===== src/rtl/vca_pkg.sv =====
// vca_pkg: shared types and width helpers for the voltage-controlled amplifier.
//   vca_state_e : control FSM encoding (StIdle = 0, StMul = 1)
//   prod_width(): width of the signed shift-add product for given sample/gain widths
package vca_pkg;

   localparam int unsigned SAMPLE_WIDTH_DFLT = 16;
   localparam int unsigned ENV_BITS_DFLT     = 24;
   localparam int unsigned GAIN_BITS_DFLT    = 16;
   localparam int unsigned PROD_WIDTH        = SAMPLE_WIDTH_DFLT + GAIN_BITS_DFLT + 1;

   typedef enum logic {
      StIdle = 1'b0,
      StMul  = 1'b1
   } vca_state_e;

   function automatic int unsigned prod_width(input int unsigned sample_width,
                                              input int unsigned gain_bits);
      return sample_width + gain_bits + 1;
   endfunction

endpackage


===== src/rtl/vca_if.sv =====
// vca_if: sample/envelope input and scaled-sample output bundle of one VCA voice.
//   master : drives sample_stb, sample_in, env_in; observes results and status
//   slave  : the VCA itself
interface vca_if
   import vca_pkg::*;
#(
   parameter int unsigned SAMPLE_WIDTH = SAMPLE_WIDTH_DFLT,
   parameter int unsigned ENV_BITS     = ENV_BITS_DFLT
);
   logic                           sample_stb;
   logic signed [SAMPLE_WIDTH-1:0] sample_in;
   logic        [ENV_BITS-1:0]     env_in;
   logic signed [SAMPLE_WIDTH-1:0] sample_out;
   logic                           out_valid;
   logic                           busy;
   logic                           dropped;

   modport master (
      output sample_stb, sample_in, env_in,
      input  sample_out, out_valid, busy, dropped
   );

   modport slave (
      input  sample_stb, sample_in, env_in,
      output sample_out, out_valid, busy, dropped
   );
endinterface


===== src/rtl/vca_serial_mult.sv =====
// vca_serial_mult: signed x unsigned shift-add multiplier, one multiplier bit per clock.
//   clk, rst       : clock, async active-low reset
//   start_i        : latch operands and begin (ignored while running)
//   multiplicand_i : signed sample
//   multiplier_i   : unsigned gain
//   done_o         : high during the last add cycle; product_o is valid then
//   product_o      : final product including that cycle's add
module vca_serial_mult
   import vca_pkg::*;
#(
   parameter int unsigned SAMPLE_WIDTH = SAMPLE_WIDTH_DFLT,
   parameter int unsigned GAIN_BITS    = GAIN_BITS_DFLT
) (
   input  logic                                    clk,
   input  logic                                    rst,
   input  logic                                    start_i,
   input  logic signed [SAMPLE_WIDTH-1:0]          multiplicand_i,
   input  logic        [GAIN_BITS-1:0]             multiplier_i,
   output logic                                    done_o,
   output logic signed [SAMPLE_WIDTH+GAIN_BITS:0]  product_o
);
   localparam int unsigned PW = prod_width(SAMPLE_WIDTH, GAIN_BITS);
   localparam int unsigned CW = (GAIN_BITS > 1) ? $clog2(GAIN_BITS) : 1;
   localparam logic [CW-1:0] LastCnt = CW'(GAIN_BITS - 1);

   logic signed [PW-1:0]        mcand_q;
   logic signed [PW-1:0]        acc_q;
   logic signed [PW-1:0]        acc_d;
   logic signed [PW-1:0]        addend;
   logic        [GAIN_BITS-1:0] mplier_q;
   logic        [CW-1:0]        cnt_q;
   logic                        run_q;

   always_comb begin
      addend = '0;
      if (mplier_q[cnt_q]) begin
         addend = mcand_q <<< cnt_q;
      end
      acc_d = acc_q + addend;
   end

   // Product is taken from acc_d so the final partial product is not lost a cycle.
   assign done_o    = run_q && (cnt_q == LastCnt);
   assign product_o = acc_d;

   always_ff @(posedge clk or negedge rst) begin
      if (!rst) begin
         mcand_q  <= '0;
         acc_q    <= '0;
         mplier_q <= '0;
         cnt_q    <= '0;
         run_q    <= 1'b0;
      end else if (start_i && !run_q) begin
         mcand_q  <= {{(PW - SAMPLE_WIDTH){multiplicand_i[SAMPLE_WIDTH-1]}}, multiplicand_i};
         acc_q    <= '0;
         mplier_q <= multiplier_i;
         cnt_q    <= '0;
         run_q    <= 1'b1;
      end else if (run_q) begin
         acc_q <= acc_d;
         cnt_q <= cnt_q + 1'b1;
         if (done_o) begin
            run_q <= 1'b0;
         end
      end
   end
endmodule


===== src/rtl/vca.sv =====
// vca: one-voice voltage-controlled amplifier. On sample_stb (while idle) latches the
// sample and the top GAIN_BITS of the envelope, multiplies serially, and presents
// sample * g / 2^GAIN_BITS (floored) with a one-cycle out_valid pulse.
//   clk, rst : clock, async active-low reset
//   bus      : vca_if slave (sample_stb/sample_in/env_in in; sample_out/out_valid/busy/dropped out)
module vca
   import vca_pkg::*;
#(
   parameter int unsigned SAMPLE_WIDTH = SAMPLE_WIDTH_DFLT,
   parameter int unsigned ENV_BITS     = ENV_BITS_DFLT,
   parameter int unsigned GAIN_BITS    = GAIN_BITS_DFLT
) (
   input logic  clk,
   input logic  rst,
   vca_if.slave bus
);
   localparam int unsigned PW = prod_width(SAMPLE_WIDTH, GAIN_BITS);

   vca_state_e                     state_q;
   logic signed [SAMPLE_WIDTH-1:0] sample_q;
   logic                           full_q;
   logic signed [SAMPLE_WIDTH-1:0] sample_out_q;
   logic                           out_valid_q;
   logic                           busy_q;
   logic                           dropped_q;

   logic        [GAIN_BITS-1:0]    gain;
   logic                           mult_start;
   logic                           mult_done;
   logic signed [PW-1:0]           product;

   assign gain       = bus.env_in[ENV_BITS-1 -: GAIN_BITS];
   assign mult_start = (state_q == StIdle) && bus.sample_stb;

   // Envelope LSBs below the gain field and the product guard/fraction bits are unused.
   logic unused_prod;
   assign unused_prod = ^{product[PW-1], product[GAIN_BITS-1:0]};
   if (ENV_BITS > GAIN_BITS) begin : g_env_lo
      logic unused_env_lo;
      assign unused_env_lo = ^bus.env_in[ENV_BITS-GAIN_BITS-1:0];
   end

   vca_serial_mult #(
      .SAMPLE_WIDTH (SAMPLE_WIDTH),
      .GAIN_BITS    (GAIN_BITS)
   ) u_mult (
      .clk            (clk),
      .rst            (rst),
      .start_i        (mult_start),
      .multiplicand_i (bus.sample_in),
      .multiplier_i   (gain),
      .done_o         (mult_done),
      .product_o      (product)
   );

   always_ff @(posedge clk or negedge rst) begin
      if (!rst) begin
         state_q      <= StIdle;
         sample_q     <= '0;
         full_q       <= 1'b0;
         sample_out_q <= '0;
         out_valid_q  <= 1'b0;
         busy_q       <= 1'b0;
         dropped_q    <= 1'b0;
      end else begin
         out_valid_q <= 1'b0;
         unique case (state_q)
            StIdle: begin
               if (bus.sample_stb) begin
                  sample_q <= bus.sample_in;
                  // All-ones gain is treated as exact unity rather than (2^N-1)/2^N.
                  full_q   <= &gain;
                  busy_q   <= 1'b1;
                  state_q  <= StMul;
               end
            end
            StMul: begin
               if (bus.sample_stb) begin
                  dropped_q <= 1'b1;
               end
               if (mult_done) begin
                  sample_out_q <= full_q ? sample_q : product[GAIN_BITS +: SAMPLE_WIDTH];
                  out_valid_q  <= 1'b1;
                  busy_q       <= 1'b0;
                  state_q      <= StIdle;
               end
            end
         endcase
      end
   end

   assign bus.sample_out = sample_out_q;
   assign bus.out_valid  = out_valid_q;
   assign bus.busy       = busy_q;
   assign bus.dropped    = dropped_q;
endmodule

===== src/flat_wrapper.sv =====
// flat-port wrapper written by rule: the top's interface ports become plain ports
module vca_flat import vca_pkg::*;
#(
   parameter int unsigned SAMPLE_WIDTH = SAMPLE_WIDTH_DFLT,
   parameter int unsigned ENV_BITS     = ENV_BITS_DFLT,
   parameter int unsigned GAIN_BITS    = GAIN_BITS_DFLT
)
  (clk, rst, bus_sample_stb, bus_sample_in, bus_env_in, bus_sample_out, bus_out_valid, bus_busy, bus_dropped);
  vca_if #(.SAMPLE_WIDTH(SAMPLE_WIDTH), .ENV_BITS(ENV_BITS)) bus_i ();
  input logic clk;
  input logic rst;
  input wire logic [$bits(bus_i.sample_stb)-1:0] bus_sample_stb;
  input wire logic [$bits(bus_i.sample_in)-1:0] bus_sample_in;
  input wire logic [$bits(bus_i.env_in)-1:0] bus_env_in;
  output wire logic [$bits(bus_i.sample_out)-1:0] bus_sample_out;
  output wire logic [$bits(bus_i.out_valid)-1:0] bus_out_valid;
  output wire logic [$bits(bus_i.busy)-1:0] bus_busy;
  output wire logic [$bits(bus_i.dropped)-1:0] bus_dropped;
  assign bus_i.sample_stb = bus_sample_stb;
  assign bus_i.sample_in = bus_sample_in;
  assign bus_i.env_in = bus_env_in;
  assign bus_sample_out = bus_i.sample_out;
  assign bus_out_valid = bus_i.out_valid;
  assign bus_busy = bus_i.busy;
  assign bus_dropped = bus_i.dropped;
  vca #(.SAMPLE_WIDTH(SAMPLE_WIDTH), .ENV_BITS(ENV_BITS), .GAIN_BITS(GAIN_BITS)) u_core (.clk(clk), .rst(rst), .bus(bus_i));
endmodule

===== config.mk =====
export PLATFORM = sky130hd
export DESIGN_NAME = vca_flat
export DESIGN_NICKNAME = d
export VERILOG_FILES = /design/src/rtl/vca_pkg.sv /design/src/rtl/vca_if.sv /design/src/rtl/vca_serial_mult.sv /design/src/rtl/vca.sv /design/src/flat_wrapper.sv
export SDC_FILE = /design/constraint.sdc
export NUM_CORES = 1
export LEC_CHECK = 0
export ABC_AREA = 1
export BUFFER_PORTS_ARGS = -buffer_cell sky130_fd_sc_hd__buf_2
export CORE_MARGIN = 2
export CORE_UTILIZATION = 54
export CTS_BUF_LIST = sky130_fd_sc_hd__clkbuf_8
export DETAILED_ROUTE_END_ITERATION = 7
export PLACE_DENSITY_LB_ADDON = 0.2
export SLEW_MARGIN = 40
export SYNTH_ARGS = -nofsm -noshare
export SYNTH_HDL_FRONTEND = slang
export SYNTH_SLANG_ARGS = --single-unit

===== constraint.sdc =====
create_clock -name clk -period 5 [get_ports clk]
set_input_delay 0.25 -clock clk [delete_from_list [all_inputs] [get_ports clk]]
set_output_delay 0.25 -clock clk [all_outputs]
set_load 0.1 [all_outputs]

; Yosys cells after proc, flatten, opt, wreduce, memory -nomap -nowiden
; Index checks and enable logic that the tools add are counted.
[word_totals]
ff_bits = 107
wordCells = 48
in_bits = 43
[op_classes]
add_sub_neg = 2
mux = 18
reduce_logical = 10
order_cmp = 1
eq_ne = 3
bitwise = 1
n_shift = 1
[op_table]
columns = operator, count
row1 = 2-to-1 mux 33 bit, 3
row2 = adder 33 bit, 1
row3 = <<< shifter 16 x 4 -> 33 bit, 1
row4 = 2-to-1 mux 16 bit, 1
row5 = AND reduction 16 bit, 1
row6 = 2-to-1 mux 1 bit, 9
row7 = 2-to-1 mux 4 bit, 2
row8 = AND reduction 2 bit, 4
row9 = < comparator 4 x 5 -> 1 bit (second input constant), 1
row10 = adder 4 x 1 -> 4 bit (second input constant), 1
row11 = binary-select mux 1 bit (select 4 bit), 1
row12 = equality test 4 bit (second input constant), 1
row13 = != test 2 bit (second input constant), 2
row14 = case mux 1 bit (2 select lines), 2
row15 = logical AND 1 bit, 3
row16 = nonzero test 2 bit, 1
row17 = zero test 1 bit, 1
row18 = inverter 1 bit, 1

; Logic depth before layout (Yosys ltp)
[logic_depth]
depth_word = 6
mapped_depth = 28
depth_no_buf = 26

; Cells and area by module
; Synthesis repeated with hierarchy kept, for this count alone.
[unflattened]
hier_cells = 1088
area_unflattened_um2 = 7659.8
[by_module_without_submodules]
columns = mod, area_per_inst_um2, cells_per_inst, instances
row1 = vca_serial_mult, 6040.8, 908, 1
row2 = vca, 1619.1, 180, 1

; Worst setup path after synthesis
; No wires, ideal clock.
[synth_timing]
kind = reg-to-reg
from = reg u_core.u_mult.cnt_q[0]
to = reg u_core.sample_out_q[11], in the netlist u_core.bus.sample_out[11]
synth_period_minus_slack_ps = 2697
path_buffers = 2
t_arrival_ps = 2577
slack_ps = 2303
path_stages_with_launch = 24
path_cell_list = dfrtp_1 -> buf_6 -> buf_4 -> nand2_1 -> nand2_1 -> o21ai_0 -> nand2_1 -> o21ai_0 -> o21ai_1 -> nand2_1 -> inv_1 -> ha_1 -> nand2_1 -> inv_1 -> nand2_1 -> nand2_1 -> a21oi_1 -> nor2_1 -> nor3_1 -> nand2_1 -> nand2_1 -> nand3_1 -> nand2_1 -> nand2_1
[synth_via]
elab_chain_len = 5
word_cells_on_any_way = 9
[synth_lines]
columns = element, line
row1 = start: declaration, vca_serial_mult.sv:31  ; logic [CW-1:0] cnt_q;
row2 = start signal: assignment, vca_serial_mult.sv:61  ; cnt_q <= cnt_q + 1'b1;
row3 = binary-select mux 1 bit (select 4 bit), vca_serial_mult.sv:36  ; if (mplier_q[cnt_q]) begin
row4 = 2-to-1 mux 1 bit (not written as such), vca_serial_mult.sv:36
row5 = 2-to-1 mux 33 bit, vca_serial_mult.sv:36
row6 = adder 33 bit, vca_serial_mult.sv:39  ; acc_d = acc_q + addend;
row7 = 2-to-1 mux 16 bit, vca.sv:82  ; sample_out_q <= full_q ? sample_q : product[GAIN_BITS +: SAMPLE_WIDTH];
row8 = end signal: assignment, vca.sv:82
row9 = end: declaration, vca.sv:22  ; logic signed [SAMPLE_WIDTH-1:0] sample_out_q;
; Parallel ways exist; a longest one is shown, timed or not. The select of a mux whose other input is x is not followed.
; A chain may end at the register's enable or synchronous reset.

; Worst setup path after layout
[layout_timing]
from = reg u_core.u_mult.cnt_q[2]
to = reg u_core.sample_out_q[6], in the netlist u_core.bus.sample_out[6]
; The elaborated chain is that of the path after synthesis.

==> impl_metrics.tcl <==
set metrics [dict create \
    rsz0062_at_grt "no" \
    drt_first_iter_violations 546 \
    critPathRequiredTime_ns 5.29 \
    grt-ovfl-total 0 \
    insertedDiodeCount 0 \
    cts_max_path_buffers 2 \
    clock_skew_ns 0.0106 \
    synth_edf_count 0 \
    period_minus_slack_ns 3.83 \
    place_inst 1339 \
    grt_pass1_vias 6665 \
    num_io_pins 62 \
    path_buf_inv 4 \
    hold_start "bus_env_in[18]" \
    initial_core_util_pct 54.8 \
    rows 43 \
    via_count 7222 \
    status "finished, final reports clean" \
    clockRootBuffer "clkbuf_8" \
    cts_tree "yes" \
    critPathSlowestCell "dfrtp_1" \
    viasPerCell 5.33 \
    post_cts_buffers 0 \
    core_area_um2 13700 \
    setup_viol 0 \
    antenna_found_initial 0 \
    relSlewSlack_pct 48.3 \
    synth_top_cell_by_area "dfrtp_1" \
    postRouteAntennaNets 0 \
    synth_area_per_cell_um2 6.59 \
    drive_above_1_share_pct 9.35 \
    post_drt_wl_per_cell_um 14.5 \
    cts_sinks 106 \
    place.detailed.hpwl_um 15100 \
    synth-async-reset-ratio_pct 100 \
    worstPathMaxFanout 25 \
    syn_area_um2 7520 \
    fin_cells 1356 \
    utilization_pct 58.5 \
    end_kind "flip-flop" \
    io_buffers 53 \
    synthTopCellsByCount "nand2_1 (414), inv_1 (134), o21ai_0 (114)" \
    cp-start-kind "flip-flop" \
    cap_violations 0 \
    crit_path_frequent_cell "inv_1" \
    drt_pass1_iterations 5 \
    worstSetupPathType "flip-flop to flip-flop" \
    synth_area_leaders "dfrtp_1 (35%), nand2_1 (21%), o21ai_0 (7.6%)" \
    synth_ff_type "dfrtp_1" \
    insertion_delay_ns 0.39 \
    yosysSeqAreaShare_pct 35.3 \
    syn2layout_area_growth_pct 6.77 \
    timing.rr.start "u_core.u_mult.cnt_q[2]" \
    grt_pass1_wl_um 32400 \
    nets 1247 \
    fin_crit_sh_pct 76.6 \
    finalMaxSlewViolations 0 \
    path_clk_slew_ns 0.11 \
    cts_buffers 9 \
    ys_seq_elements 106 \
    synth_cells 1142 \
    cp_top_family "simple AND/OR/NAND/NOR gates" \
    holdWs_ns 0.0711 \
    synthDistinctLibCells 47 \
    crit_arrival_ns 4.12 \
    min-delay-path-class "input pin to flip-flop" \
    yosysTopAreaCellShare_pct 35.3 \
    htreeDepth 3 \
    yosys.cell_count.top_type "nand2_1" \
    dieArea_um2 14900 \
    hold_viol_final 0 \
    yosys_warnings 0 \
    grt_max_degree 69 \
    cpPeakStageDelay_ns 0.72 \
    finalWirelength_um 19700 \
    crit_start "u_core.u_mult.cnt_q[2]" \
    worstMarginPinSlew_ns 0.774 \
    grt.total_usage_pct 27.9 \
    fmax_mhz 261 \
    tns_ns 0 \
    drc 0 \
    crit_chain "inv_1 > nand3_2 > nand3_4 > inv_1 > nand3_1 > inv_1 > ha_1 > inv_1 > fa_1 > o21ai_2 > a21oi_1 > o21ai_2 > nand2_1 > nand3_1 > nand3_1 > nand2_1 > nand2_1" \
    die_h_um 122 \
    chipWidth_um 122 \
    gp_congestion 0.940 \
    synthesis.nets 1218 \
]
==> area by class of cell <==
type                       count  area (um2)
multi-input combinational    856        4110
timing repair buffer          59         319
sequential                   106        2650
clock buffer                  10         138
fill                        1381        5690
inverter                     139         522
tap                          180         225
clock inverter                 6        62.6
==> per-stage QoR <==
| step | area, um2 | worst slack [ns] |
|---|---|---|
| 6_report | 8030 | 1.17 |
| 5_1_grt | 8030 | 0.817 |
| 4_1_cts | 8030 | 1.17 |
| 3_5_place_dp | 7820 | 1.20 |
| 3_3_place_gp | 7810 | 1.25 |
| 2_1_floorplan | 7520 | 2.30 |
==> cells in the final DEF, fill, tap and decap left out, drive strengths merged, types with 2 or more instances in the layout <==
cell    netlist  layout
a21o          3       3
a21oi        47      47
a22o          3       3
a32o          2       2
and2          2       2
buf          24      58
clkbuf       16      10
dfrtp       106     106
ha           32      32
inv         139     144
mux2i         2       2
nand2       424     424
nand3        56      56
nand3b        3       3
nand4         9       9
nor2        104     104
nor3          8       8
o211ai        4       4
o21ai       137     137
o21bai        6       6
o31ai         2       2
or2           2       2
xnor2         4       4
==> worst register-to-register path: stages (launching register included) <==
cell     delay, ns
dfrtp_1       0.72
inv_1         0.47
nand3_2       0.21
nand3_4       0.13
inv_1         0.10
nand3_1       0.07
inv_1         0.09
ha_1          0.19
inv_1         0.08
fa_1          0.43
o21ai_2       0.28
a21oi_1       0.18
o21ai_2       0.26
nand2_1       0.13
nand3_1       0.11
nand3_1       0.13
nand2_1       0.10
nand2_1       0.05
==> routing by layer <==
layer  up-vias  track usage [%]  share of wire (%)
li1       3688                -                  -
met1      3300             38.9                 47
met2       207             45.0                 46
met3        27             4.87                5.5
met4         0             7.47                2.0
met5         -                0                  0
==> kinds of logic (layout without fill, tap and decap cells) <==
group / after synthesis / count (layout) / share of synthesized area [%]
flip-flops: 106 / 106 / 35.3
adder cells (fa/ha/maj): 33 / 33 / 5.59
multiplexers: 2 / 2 / 0.266
AND/OR/NAND/NOR: 609 / 609 / 33.1
AO/OA/AOI/OAI: 207 / 207 / 15.0
buffers and inverters: 180 / 214 / 10.1
XOR/XNOR: 5 / 5 / 0.582
==> worst paths after layout <==
| kind | cells past startpoint | slack [ns] | to |
|---|---|---|---|
| max in group asynchronous | 3 | 3.68 | u_core.u_mult.acc_q[16] |
| worst max-delay path | 17 | 1.17 | u_core.bus.sample_out[6] |
| min in group asynchronous | 2 | 0.39 | u_core.u_mult.mplier_q[8] |
| worst min-delay path | 3 | 0.07 | u_core.u_mult.mplier_q[10] |
| worst min register to register | 1 | 0.47 | u_core.bus.dropped |
| worst max register to register | 17 | 1.17 | u_core.bus.sample_out[6] |
==> state kept, by name, indices dropped and copies added (netlist names) <==
| name | cells |
|---|---|
| u_core.u_mult.cnt_q | 4 |
| u_core.sample_q | 16 |
| u_core.full_q | 1 |
| u_core.bus.out_valid | 1 |
| u_core.u_mult.acc_q | 32 |
| u_core.bus.sample_out | 16 |
| u_core.bus.dropped | 1 |
| u_core.u_mult.mcand_q | 16 |
| u_core.bus.busy | 1 |
| u_core.u_mult.mplier_q | 16 |
| u_core.state_q | 1 |
| u_core.u_mult.run_q | 1 |
==> repair_timing <==
action	CTS	global route
hold endpoints to repair	67	0
hold buffers	1	0
gates resized for setup	0	0
Power is not shown: default switching activity piles up to over one toggle a cycle in this logic, so the estimate is an artifact.
